**src/rtl/du_inst_loader_pkg.sv**
```systemverilog
// Shared types and constants for the debug-unit instruction loader.
package du_pkg;

  typedef enum logic [2:0] {
    ST_IDLE,
    ST_RECV,
    ST_WRITE,
    ST_DONE,
    ST_ERROR
  } du_state_t;

  localparam int unsigned DU_NB_DATA   = 8;
  localparam logic [31:0] DU_HALT_INST = 32'hFFFF_FFFF;
  localparam int unsigned DU_TIMEOUT   = 50_000_000;

endpackage

```
**src/rtl/du_inst_loader_if.sv**
```systemverilog
// UART-byte input side and instruction-memory write side of the loader.
interface du_inst_loader_if
  import du_pkg::*;
#(
  parameter int unsigned NB_DATA = DU_NB_DATA,
  parameter int unsigned NB_INST = 32,
  parameter int unsigned NB_ADDR = 32
) ();

  logic [NB_DATA-1:0] i_rx_data;
  logic               i_rx_valid;
  logic [NB_INST-1:0] o_inst_data;
  logic [NB_ADDR-1:0] o_inst_addr;
  logic               o_inst_we;

  modport master (
    input  i_rx_data, i_rx_valid,
    output o_inst_data, o_inst_addr, o_inst_we
  );

  modport slave (
    output i_rx_data, i_rx_valid,
    input  o_inst_data, o_inst_addr, o_inst_we
  );

endinterface

```
**src/rtl/du_inst_loader.sv**
```systemverilog
// Assembles UART bytes MSB-first into instruction words and writes them to
// consecutive addresses until HALT, capacity exhaustion or a mid-word timeout.
module du_inst_loader
  import du_pkg::*;
#(
  parameter int unsigned       NB_DATA   = DU_NB_DATA,
  parameter int unsigned       NB_INST   = 32,
  parameter int unsigned       NB_ADDR   = 32,
  parameter int unsigned       MAX_INST  = 256,
  parameter int unsigned       NB_CNT    = 9,
  parameter int unsigned       TIMEOUT   = DU_TIMEOUT,
  parameter logic [NB_INST-1:0] HALT_INST = NB_INST'(DU_HALT_INST)
) (
  input  logic              i_du_clk,
  input  logic              i_du_reset,
  input  logic              i_start,
  du_inst_loader_if.master  bus,
  output logic              o_busy,
  output logic              o_done,
  output logic              o_error,
  output logic [NB_CNT-1:0] o_word_count
);

  localparam int unsigned       NB_ASM  = NB_INST - NB_DATA;
  localparam int unsigned       NB_TO   = (TIMEOUT > 2) ? $clog2(TIMEOUT) : 1;
  localparam logic [NB_TO-1:0]  TO_LAST = NB_TO'(TIMEOUT - 1);
  localparam logic [NB_CNT-1:0] CNT_MAX = NB_CNT'(MAX_INST);

  du_state_t          state_q, state_d;
  logic [1:0]         idx_q;
  logic [NB_ASM-1:0]  asm_q;
  logic [NB_TO-1:0]   to_q;
  logic [NB_ADDR-1:0] addr_q;
  logic [NB_ADDR-1:0] wr_addr_q;
  logic [NB_INST-1:0] data_q;
  logic [NB_CNT-1:0]  cnt_q;

  logic restart, take_byte, last_byte, timed_out;

  always_comb begin
    restart   = i_start && (state_q inside {ST_IDLE, ST_DONE, ST_ERROR});
    // The WRITE cycle also accepts a byte so back-to-back words lose nothing.
    take_byte = bus.i_rx_valid && (state_q inside {ST_RECV, ST_WRITE});
    last_byte = take_byte && (state_q == ST_RECV) && (idx_q == 2'd3);
    timed_out = (state_q == ST_RECV) && !bus.i_rx_valid && (idx_q != 2'd0)
                && (to_q == TO_LAST);

    state_d = state_q;
    case (state_q)
      ST_IDLE, ST_DONE, ST_ERROR: if (restart) state_d = ST_RECV;
      ST_RECV: begin
        if (last_byte)      state_d = ST_WRITE;
        else if (timed_out) state_d = ST_ERROR;
      end
      ST_WRITE: begin
        if (data_q == HALT_INST)               state_d = ST_DONE;
        else if (cnt_q + 1'b1 == CNT_MAX)      state_d = ST_ERROR;
        else                                   state_d = ST_RECV;
      end
      default: state_d = ST_IDLE;
    endcase
  end

  always_ff @(posedge i_du_clk) begin
    if (i_du_reset) state_q <= ST_IDLE;
    else            state_q <= state_d;
  end

  always_ff @(posedge i_du_clk) begin
    if (i_du_reset) begin
      idx_q     <= '0;
      asm_q     <= '0;
      to_q      <= '0;
      addr_q    <= '0;
      wr_addr_q <= '0;
      data_q    <= '0;
      cnt_q     <= '0;
    end else begin
      if (restart) begin
        idx_q  <= '0;
        to_q   <= '0;
        addr_q <= '0;
        cnt_q  <= '0;
      end
      if (take_byte) begin
        asm_q <= {asm_q[NB_ASM-NB_DATA-1:0], bus.i_rx_data};
        idx_q <= idx_q + 2'd1;
        to_q  <= '0;
      end else if (state_q == ST_RECV && idx_q != 2'd0) begin
        to_q  <= to_q + 1'b1;
      end
      // Latch the write payload separately so the outputs hold while the
      // next word is being assembled.
      if (last_byte) begin
        data_q    <= {asm_q, bus.i_rx_data};
        wr_addr_q <= addr_q;
      end
      if (state_q == ST_WRITE) begin
        cnt_q  <= cnt_q + 1'b1;
        addr_q <= addr_q + NB_ADDR'(4);
      end
    end
  end

  assign bus.o_inst_we   = (state_q == ST_WRITE);
  assign bus.o_inst_data = data_q;
  assign bus.o_inst_addr = wr_addr_q;
  assign o_busy          = (state_q == ST_RECV) || (state_q == ST_WRITE);
  assign o_done          = (state_q == ST_DONE);
  assign o_error         = (state_q == ST_ERROR);
  assign o_word_count    = cnt_q;

endmodule

```
**src/flat_wrapper.sv**
```systemverilog
// flat-port wrapper written by rule: the top's interface ports become plain ports
module du_inst_loader_flat import du_pkg::*;
#(
  parameter int unsigned       NB_DATA   = DU_NB_DATA,
  parameter int unsigned       NB_INST   = 32,
  parameter int unsigned       NB_ADDR   = 32,
  parameter int unsigned       MAX_INST  = 256,
  parameter int unsigned       NB_CNT    = 9,
  parameter int unsigned       TIMEOUT   = DU_TIMEOUT,
  parameter logic [NB_INST-1:0] HALT_INST = NB_INST'(DU_HALT_INST)
)
  (i_du_clk, i_du_reset, i_start, o_busy, o_done, o_error, o_word_count, bus_i_rx_data, bus_i_rx_valid, bus_o_inst_data, bus_o_inst_addr, bus_o_inst_we);
  du_inst_loader_if #(.NB_DATA(NB_DATA), .NB_INST(NB_INST), .NB_ADDR(NB_ADDR)) bus_i ();
  input  logic i_du_clk;
  input  logic i_du_reset;
  input  logic i_start;
  output logic o_busy;
  output logic o_done;
  output logic o_error;
  output logic [NB_CNT-1:0] o_word_count;
  input wire logic [$bits(bus_i.i_rx_data)-1:0] bus_i_rx_data;
  input wire logic [$bits(bus_i.i_rx_valid)-1:0] bus_i_rx_valid;
  output wire logic [$bits(bus_i.o_inst_data)-1:0] bus_o_inst_data;
  output wire logic [$bits(bus_i.o_inst_addr)-1:0] bus_o_inst_addr;
  output wire logic [$bits(bus_i.o_inst_we)-1:0] bus_o_inst_we;
  assign bus_i.i_rx_data = bus_i_rx_data;
  assign bus_i.i_rx_valid = bus_i_rx_valid;
  assign bus_o_inst_data = bus_i.o_inst_data;
  assign bus_o_inst_addr = bus_i.o_inst_addr;
  assign bus_o_inst_we = bus_i.o_inst_we;
  du_inst_loader #(.NB_DATA(NB_DATA), .NB_INST(NB_INST), .NB_ADDR(NB_ADDR), .MAX_INST(MAX_INST), .NB_CNT(NB_CNT), .TIMEOUT(TIMEOUT), .HALT_INST(HALT_INST)) u_core (.i_du_clk(i_du_clk), .i_du_reset(i_du_reset), .i_start(i_start), .bus(bus_i), .o_busy(o_busy), .o_done(o_done), .o_error(o_error), .o_word_count(o_word_count));
endmodule
```
**config.mk**
```make
export PLATFORM = sky130hd
export DESIGN_NAME = du_inst_loader_flat
export DESIGN_NICKNAME = d
export VERILOG_FILES = /design/src/rtl/du_inst_loader_pkg.sv /design/src/rtl/du_inst_loader_if.sv /design/src/rtl/du_inst_loader.sv /design/src/flat_wrapper.sv
export SDC_FILE = /design/constraint.sdc
export NUM_CORES = 1
export LEC_CHECK = 0
export CORE_UTILIZATION = 38
export DETAILED_ROUTE_END_ITERATION = 12
export GPL_TIMING_DRIVEN = 0
export PLACE_DENSITY_LB_ADDON = 0.1
export SYNTH_ARGS = -nofsm -noshare
export SYNTH_HDL_FRONTEND = slang
export SYNTH_SLANG_ARGS = --single-unit
```
**constraint.sdc**
```tcl
create_clock -name i_du_clk -period 4.5 [get_ports i_du_clk]
set_clock_uncertainty 0.1 [all_clocks]
set_input_delay 1.125 -clock i_du_clk [delete_from_list [all_inputs] [get_ports i_du_clk]]
set_output_delay 1.125 -clock i_du_clk [all_outputs]
set_load 0.02 [all_outputs]
```
==> impl_metrics.env, run 1 <==
export IMPL_average_instance_area_after_synthesis_um2=7.90
export IMPL_fp_dieW_um=136
export IMPL_clock_insertion_delay_worst_skew_ns=0.42
export IMPL_irDropWorstVdd_v=0.000262
export IMPL_diodes=0
export IMPL_hold_path_class="reg2reg"
export IMPL_floorplan_die_height_um=136
export IMPL_xor_xnor_cell_area_share_of_the_yosys_netlist_pct=0.517
export IMPL_r2r_cells=7
export IMPL_yosys_warnings=0
export IMPL_clk_root_buffer_cell="sky130_fd_sc_hd__clkbuf_16"
export IMPL_clk_pin_slew_ns=0.06
export IMPL_routed_via_count=6416
export IMPL_async_flop_share_pct=0
export IMPL_avgViaCountPerCell=5.34
export IMPL_fillers=1737
export IMPL_grt_start_max_net_pins=17
export IMPL_synth_simple_gate_area_share_pct=29.9
export IMPL_busiest_layer="met2"
export IMPL_setup_tns_ns=0
export IMPL_synth_top_flop_cell="sky130_fd_sc_hd__dfxtp_1"
export IMPL_met1_usage_in_global_routing_pct=30.4
export IMPL_floorplan_io_pins=89
export IMPL_final_period_minus_worst_setup_slack_ns=4.09
export IMPL_rrSetupSlack_ns=1.76
export IMPL_io_buffer_count=86
export IMPL_worstPathMaxFanout=10
export IMPL_critical_path_required_time_ns=3.27
export IMPL_drt_pre_antenna_iters=4
export IMPL_gp_routability_congestion=0.839
export IMPL_final_max_slew_violation_count=0
export IMPL_rr_endpoint="u_core.to_q[20]"
export IMPL_areaGrowthSynthToFinish_pct=26.5
export IMPL_start_util_pct=39.1
export IMPL_h_tree_depth=4
export IMPL_syn_instance_count=859
export IMPL_cp_end_kind="output pin"
export IMPL_drt_drc_violations_left=0
export IMPL_cts_resized=0
export IMPL_hold_path_end="u_core.bus.o_inst_addr[7]"
export IMPL_setup_worst_path_class="reg2out"
export IMPL_placeableCoreArea_um2=17400
export IMPL_timing_hold_violations_final=0
export IMPL_synth_compound_area_share_pct=16.6
export IMPL_hold_buffers=0
export IMPL_startpoint_type="register"
export IMPL_postLayoutSetupSlackWorst_ns=0.413
export IMPL_grt_antenna_before_repair=0
export IMPL_synth_lib_cells_used_distinct=59
export IMPL_worstReg2RegStart="u_core.idx_q[0]"
export IMPL_final_antenna_net_count=0
export IMPL_gr_usage_met3_pct=3.67
export IMPL_grt_pass1_vias=5855
export IMPL_whs_path_depth=2
export IMPL_grt_util_met2_pct=31.0
export IMPL_tritoncts_clock_tree="yes"
export IMPL_yosysSeqAreaShare_pct=46.0
export IMPL_layout_cells_most_common_list="sky130_fd_sc_hd__nand2_1, sky130_fd_sc_hd__dfxtp_1, sky130_fd_sc_hd__a21oi_1"
export IMPL_number_of_enable_type_register_cells_in_the_synthesized_netlist=0
export IMPL_hp_start="u_core.bus.o_inst_addr[7]"
export IMPL_totalWireLength_um=18700
export IMPL_run_status="finished, final reports clean"
export IMPL_grt_first_pass_wirelength_um=30200
export IMPL_cp_data_arrival_time_ns=2.86
export IMPL_clockBufferDepth=2
export IMPL_dp_hpwl_um=13100
export IMPL_leakagePower_nw=2.71
export IMPL_post_dp_cell_area_um2=7930
export IMPL_setup_viol=0
export IMPL_post_synth_fa_ha_maj_area_fraction_pct=1.11
export IMPL_max_cap_violations=0
export IMPL_postCtsSetupRepairBufs=0
export IMPL_power_density_nw_per_um2=359
export IMPL_synth_area_mux_share_pct=2.29
export IMPL_synth_top_family_by_area="simple AND/OR/NAND/NOR gates"
export IMPL_cts_made_buffers=17
export IMPL_nNetsFinal=983
export IMPL_post_route_cell_area_um2=8580
export IMPL_pre_cts_ws_ns=0.901
export IMPL_avgRoutedWirePerCell_um=15.6
export IMPL_layout_drive_gt1_share_pct=6.55
export IMPL_globalRouteOverflowTotal=0
export IMPL_most_common_cell_after_layout_fill_and_taps_aside="sky130_fd_sc_hd__nand2_1"
export IMPL_die_area_um2=18400
export IMPL_row_count=48
export IMPL_layout_worst_path_cycle_share_pct=90.8
export IMPL_first_iter_violations=447
export IMPL_postSynthRegisterBits=156
export IMPL_achievable_frequency_mhz=245
export IMPL_timing_max_slew_rel_slack_pct=24.2
export IMPL_netlist_area_pre_place_um2=6780
export IMPL_clock_sink_count=156
export IMPL_worstMarginPinSlew_ns=1.13
export IMPL_track_usage_pct=21.0
export IMPL_unrepaired_setup_endpoints_after_global_routing="false"
worst max path at each step:
| stage | end | cells after the start | from |
|---|---|---|---|
| floorplan | bus_o_inst_we | 5 | u_core.state_q[1] |
| global placement | bus_o_inst_we | 6 | u_core.state_q[1] |
| detailed placement | bus_o_inst_we | 6 | u_core.state_q[1] |
| CTS | bus_o_inst_we | 6 | u_core.state_q[1] |
| global route | bus_o_inst_we | 6 | u_core.state_q[1] |
| finish | bus_o_inst_we | 6 | u_core.state_q[1] |
routing by layer:
layer	wire length, um	share of wire [%]
met5	0	0
met4	244	1.3
met3	726	3.9
met2	8190	44
met1	9580	51
cells by family (layout without fill, tap and decap cells):
kind of cell             after synthesis  count (layout)
buffers and inverters                 58             175
flip-flops                           156             156
AND/OR/NAND/NOR                      425             425
other                                  1               2
multiplexers                          14              14
XOR/XNOR                               4               4
adder cells (fa/ha/maj)                6               6
AO/OA/AOI/OAI                        195             195
critical path: stages (launching register included):
cell,delay [ns]
sky130_fd_sc_hd__dfxtp_1,0.30
sky130_fd_sc_hd__buf_2,0.19
sky130_fd_sc_hd__or3b_1,0.35
sky130_fd_sc_hd__buf_2,0.19
sky130_fd_sc_hd__clkinv_1,0.18
sky130_fd_sc_hd__buf_1,0.51
sky130_fd_sc_hd__clkdlybuf4s50_1,0.72
report_power, final:
part	total, mW	switching (mW)	internal (mW)
Clock	1.58	0.574	1.01
Combinational	0.108	0.0804	0.0277
Sequential	1.39	0.00543	1.39
Total	3.08	0.660	2.42
synthesized netlist by cell type, types with 4 or more instances:
library cell / count / share of area, %
sky130_fd_sc_hd__nor2_1: 51 / 2.8
sky130_fd_sc_hd__dfxtp_1: 156 / 46
sky130_fd_sc_hd__a31oi_1: 8 / 0.74
sky130_fd_sc_hd__a21oi_1: 121 / 8.9
sky130_fd_sc_hd__and2_1: 11 / 1.0
sky130_fd_sc_hd__nor3_1: 4 / 0.30
sky130_fd_sc_hd__nand3b_1: 4 / 0.44
sky130_fd_sc_hd__or3_1: 17 / 1.6
sky130_fd_sc_hd__a211oi_1: 4 / 0.44
sky130_fd_sc_hd__inv_1: 7 / 0.39
sky130_fd_sc_hd__o211ai_1: 8 / 0.89
sky130_fd_sc_hd__or2_2: 5 / 0.46
sky130_fd_sc_hd__a311oi_1: 7 / 0.90
sky130_fd_sc_hd__mux2_2: 12 / 2.0
sky130_fd_sc_hd__nor4_1: 4 / 0.37
sky130_fd_sc_hd__o2111ai_1: 5 / 0.65
sky130_fd_sc_hd__o21ai_0: 23 / 1.7
sky130_fd_sc_hd__and4_1: 4 / 0.52
sky130_fd_sc_hd__nand4_1: 28 / 2.6
sky130_fd_sc_hd__and3_1: 11 / 1.0
sky130_fd_sc_hd__nand3_1: 38 / 2.8
sky130_fd_sc_hd__o41ai_1: 5 / 0.65
sky130_fd_sc_hd__ha_1: 6 / 1.1
sky130_fd_sc_hd__nand2_1: 226 / 13
sky130_fd_sc_hd__clkbuf_1: 43 / 2.4
per-stage QoR:
step | hold slack [ns] | power (mW) | instances | utilization (%)
finish | 0.353 | 3.08 | 1202 | 49.4
CTS | 0.355 | 3.11 | 1202 | 49.4
global placement | 0.344 | 1.53 | 1171 | 45.7
detailed placement | 0.347 | 1.53 | 1171 | 45.7
floorplan | 0.332 | 1.48 | 860 | -
global route | 0.374 | 3.19 | 1202 | 49.4
registers in the layout (all words and copies together) (netlist names):
signal                  count
u_core.bus.o_inst_addr     30
u_core.addr_q              30
u_core.state_q              3
u_core.to_q                26
u_core.asm_q               24
u_core.bus.o_inst_data     32
u_core.o_word_count         9
u_core.idx_q                2
final cells by class:
| cell class | instances | area, um^2 | area share (%) |
|---|---|---|---|
| plain buffers | 49 | 201 | 2.35 |
| clock buffers | 20 | 457 | 5.32 |
| inverters | 9 | 33.8 | 0.394 |
| repair buffers | 86 | 861 | 10.0 |
| clock inverters | 11 | 191 | 2.23 |
| multi-input cells | 646 | 3430 | 40.0 |
| flip-flops and latches | 156 | 3120 | 36.4 |
| well taps | 225 | 282 | 3.28 |
No activity file was read; power rests on OpenSTA's default activity.
==> inputs of run 2 (changes only) <==
- CORE_UTILIZATION: 38 -> 45
==> run 2 against run 1 <==
  * The flow now finishes with violations (design-rule violations)
  * Final cell count shrank 3.3%
  * First-iteration DRC count increased by 20%
  * Register-to-register slack got worse by 0.07 ns
  * Critical endpoint unchanged
==> impl_metrics.env, run 2 (same netlist as run 1, synthesis figures left out) <==
export IMPL_run_status="finished, violations left"
export IMPL_violations="design-rule violations"
export IMPL_clk_root_buffer_cell="sky130_fd_sc_hd__clkbuf_16"
export IMPL_layout_cells_most_common_list="sky130_fd_sc_hd__nand2_1, sky130_fd_sc_hd__dfxtp_1, sky130_fd_sc_hd__a21oi_1"
export IMPL_sum_of_internal_switching_and_leakage_power_mw=3.04
export IMPL_clock_sink_count=156
export IMPL_start_util_pct=46.3
export IMPL_clock_insertion_delay_worst_skew_ns=0.44
export IMPL_floorplan_io_pins=89
export IMPL_diodes=0
export IMPL_h_tree_depth=4
export IMPL_most_common_cell_after_layout_fill_and_taps_aside="sky130_fd_sc_hd__nand2_1"
export IMPL_avgViaCountPerCell=5.50
export IMPL_pre_cts_ws_ns=0.897
export IMPL_setup_tns_ns=0
export IMPL_timing_hold_violations_final=0
export IMPL_power_density_nw_per_um2=357
export IMPL_totalWireLength_um=17900
export IMPL_rrSetupSlack_ns=1.69
export IMPL_leakagePower_nw=2.71
export IMPL_avgRoutedWirePerCell_um=15.4
export IMPL_crit_buf_inv=5
export IMPL_row_count=44
export IMPL_clockBufferDepth=2
export IMPL_io_buffer_count=86
export IMPL_tritoncts_clock_tree="yes"
export IMPL_critPathMaxStageDelay_ns=0.72
export IMPL_crit_path_cell_trace="buf_2, or3b_1, buf_2, clkinv_1, buf_1, clkdlybuf4s50_1"
export IMPL_routed_via_count=6395
export IMPL_grt_antenna_before_repair=0
export IMPL_max_cap_violations=0
export IMPL_postLayoutSetupSlackWorst_ns=0.423
export IMPL_dp_hpwl_um=12600
export IMPL_timing_max_slew_rel_slack_pct=15.6
export IMPL_postCtsSetupRepairBufs=0
export IMPL_drt_drc_violations_left=14
export IMPL_worst_hold_margin_ns=0.352
export IMPL_areaGrowthSynthToFinish_pct=25.5
export IMPL_first_iter_violations=537
export IMPL_globalRouteOverflowTotal=0
export IMPL_worstMarginPinSlew_ns=1.26
export IMPL_cts_made_buffers=17
export IMPL_critical_path_required_time_ns=3.27
export IMPL_layout_drive_gt1_share_pct=6.44
export IMPL_layout_worst_path_cycle_share_pct=90.6
export IMPL_gp_routability_congestion=0.897
export IMPL_die_area_um2=15600
export IMPL_clk_pin_slew_ns=0.06
export IMPL_grt_first_pass_wirelength_um=29600
export IMPL_achievable_frequency_mhz=245
export IMPL_startpoint_type="register"
export IMPL_floorplan_die_height_um=125
export IMPL_placeableCoreArea_um2=14600
export IMPL_grt_pass1_vias=5871
export IMPL_cts_resized=0
export IMPL_final_max_slew_violation_count=0
export IMPL_hold_buffers=0
export IMPL_nNetsFinal=983
export IMPL_worstPathMaxFanout=10
export IMPL_setup_worst_path_class="reg2out"
export IMPL_instances_no_fill=1162
export IMPL_setup_viol=0
export IMPL_irDropWorstVdd_v=0.000276
export IMPL_drt_pre_antenna_iters=9
export IMPL_unrepaired_setup_endpoints_after_global_routing="false"
export IMPL_largest_reg_flops=32
export IMPL_cp_end_kind="output pin"
export IMPL_crit_top_cell="sky130_fd_sc_hd__buf_2"
export IMPL_cpLargestDelayFamily="buffers and inverters"
export IMPL_track_usage_pct=23.8
export IMPL_place_detailed_instances=1130
export IMPL_post_route_cell_area_um2=8510
export IMPL_grt_start_max_net_pins=17
export IMPL_fp_dieW_um=125
export IMPL_hold_path_class="reg2reg"
export IMPL_finalCoreUtilization_pct=58.1
export IMPL_cp_data_arrival_time_ns=2.85
export IMPL_post_dp_cell_area_um2=7880
export IMPL_final_antenna_net_count=0
export IMPL_cell_with_the_biggest_individual_delay_on_the_critical_path="sky130_fd_sc_hd__clkdlybuf4s50_1"
export IMPL_final_period_minus_worst_setup_slack_ns=4.08
-- run 2: cell types whose count changed in the layout (fill, tap and decap cells not counted) --
cell                         before  now
sky130_fd_sc_hd__clkinv_4         1    2
sky130_fd_sc_hd__clkbuf_1        44   46
sky130_fd_sc_hd__inv_6            0    1
sky130_fd_sc_hd__clkinv_2         2    1
sky130_fd_sc_hd__bufinv_16        5    4
sky130_fd_sc_hd__clkbuf_8         2    3
sky130_fd_sc_hd__clkinvlp_4       3    1
-- run 2: report_power, final --
part | internal [mW] | switching [mW] | total (mW)
Sequential | 1.39 | 0.00535 | 1.39
Combinational | 0.0277 | 0.0786 | 0.106
Clock | 0.975 | 0.570 | 1.55
Total | 2.39 | 0.654 | 3.04
-- run 2: final timing paths --
kind | from | endpoint | cells past startpoint
max | u_core.state_q[1] | bus_o_inst_we | 6
min | u_core.bus.o_inst_addr[16] | u_core.bus.o_inst_addr[16] | 2
max reg2reg | u_core.idx_q[0] | u_core.to_q[20] | 7
min reg2reg | u_core.bus.o_inst_addr[16] | u_core.bus.o_inst_addr[16] | 2
-- run 2: cell type report --
class | instances | area, um^2
inverter | 9 | 33.8
buffer | 49 | 201
fill | 1377 | 6130
multi-input combinational | 646 | 3430
sequential | 156 | 3120
timing repair buffer | 86 | 861
clock inverter | 9 | 159
clock buffer | 23 | 478
tap | 184 | 230
-- run 2: tightest hold or removal path: stages (launching register included) --
cell and delay, ns:
sky130_fd_sc_hd__dfxtp_1 0.31, sky130_fd_sc_hd__nand2_1 0.05, sky130_fd_sc_hd__a21oi_1 0.05
-- run 2: layer usage --
metal | global-route usage (%) | wire [um] | vias up
met5 | 0 | 0 | -
met4 | 7.55 | 297 | 0
met3 | 5.88 | 876 | 27
met2 | 36.8 | 8020 | 151
met1 | 32.4 | 8750 | 2992
li1 | - | - | 3225
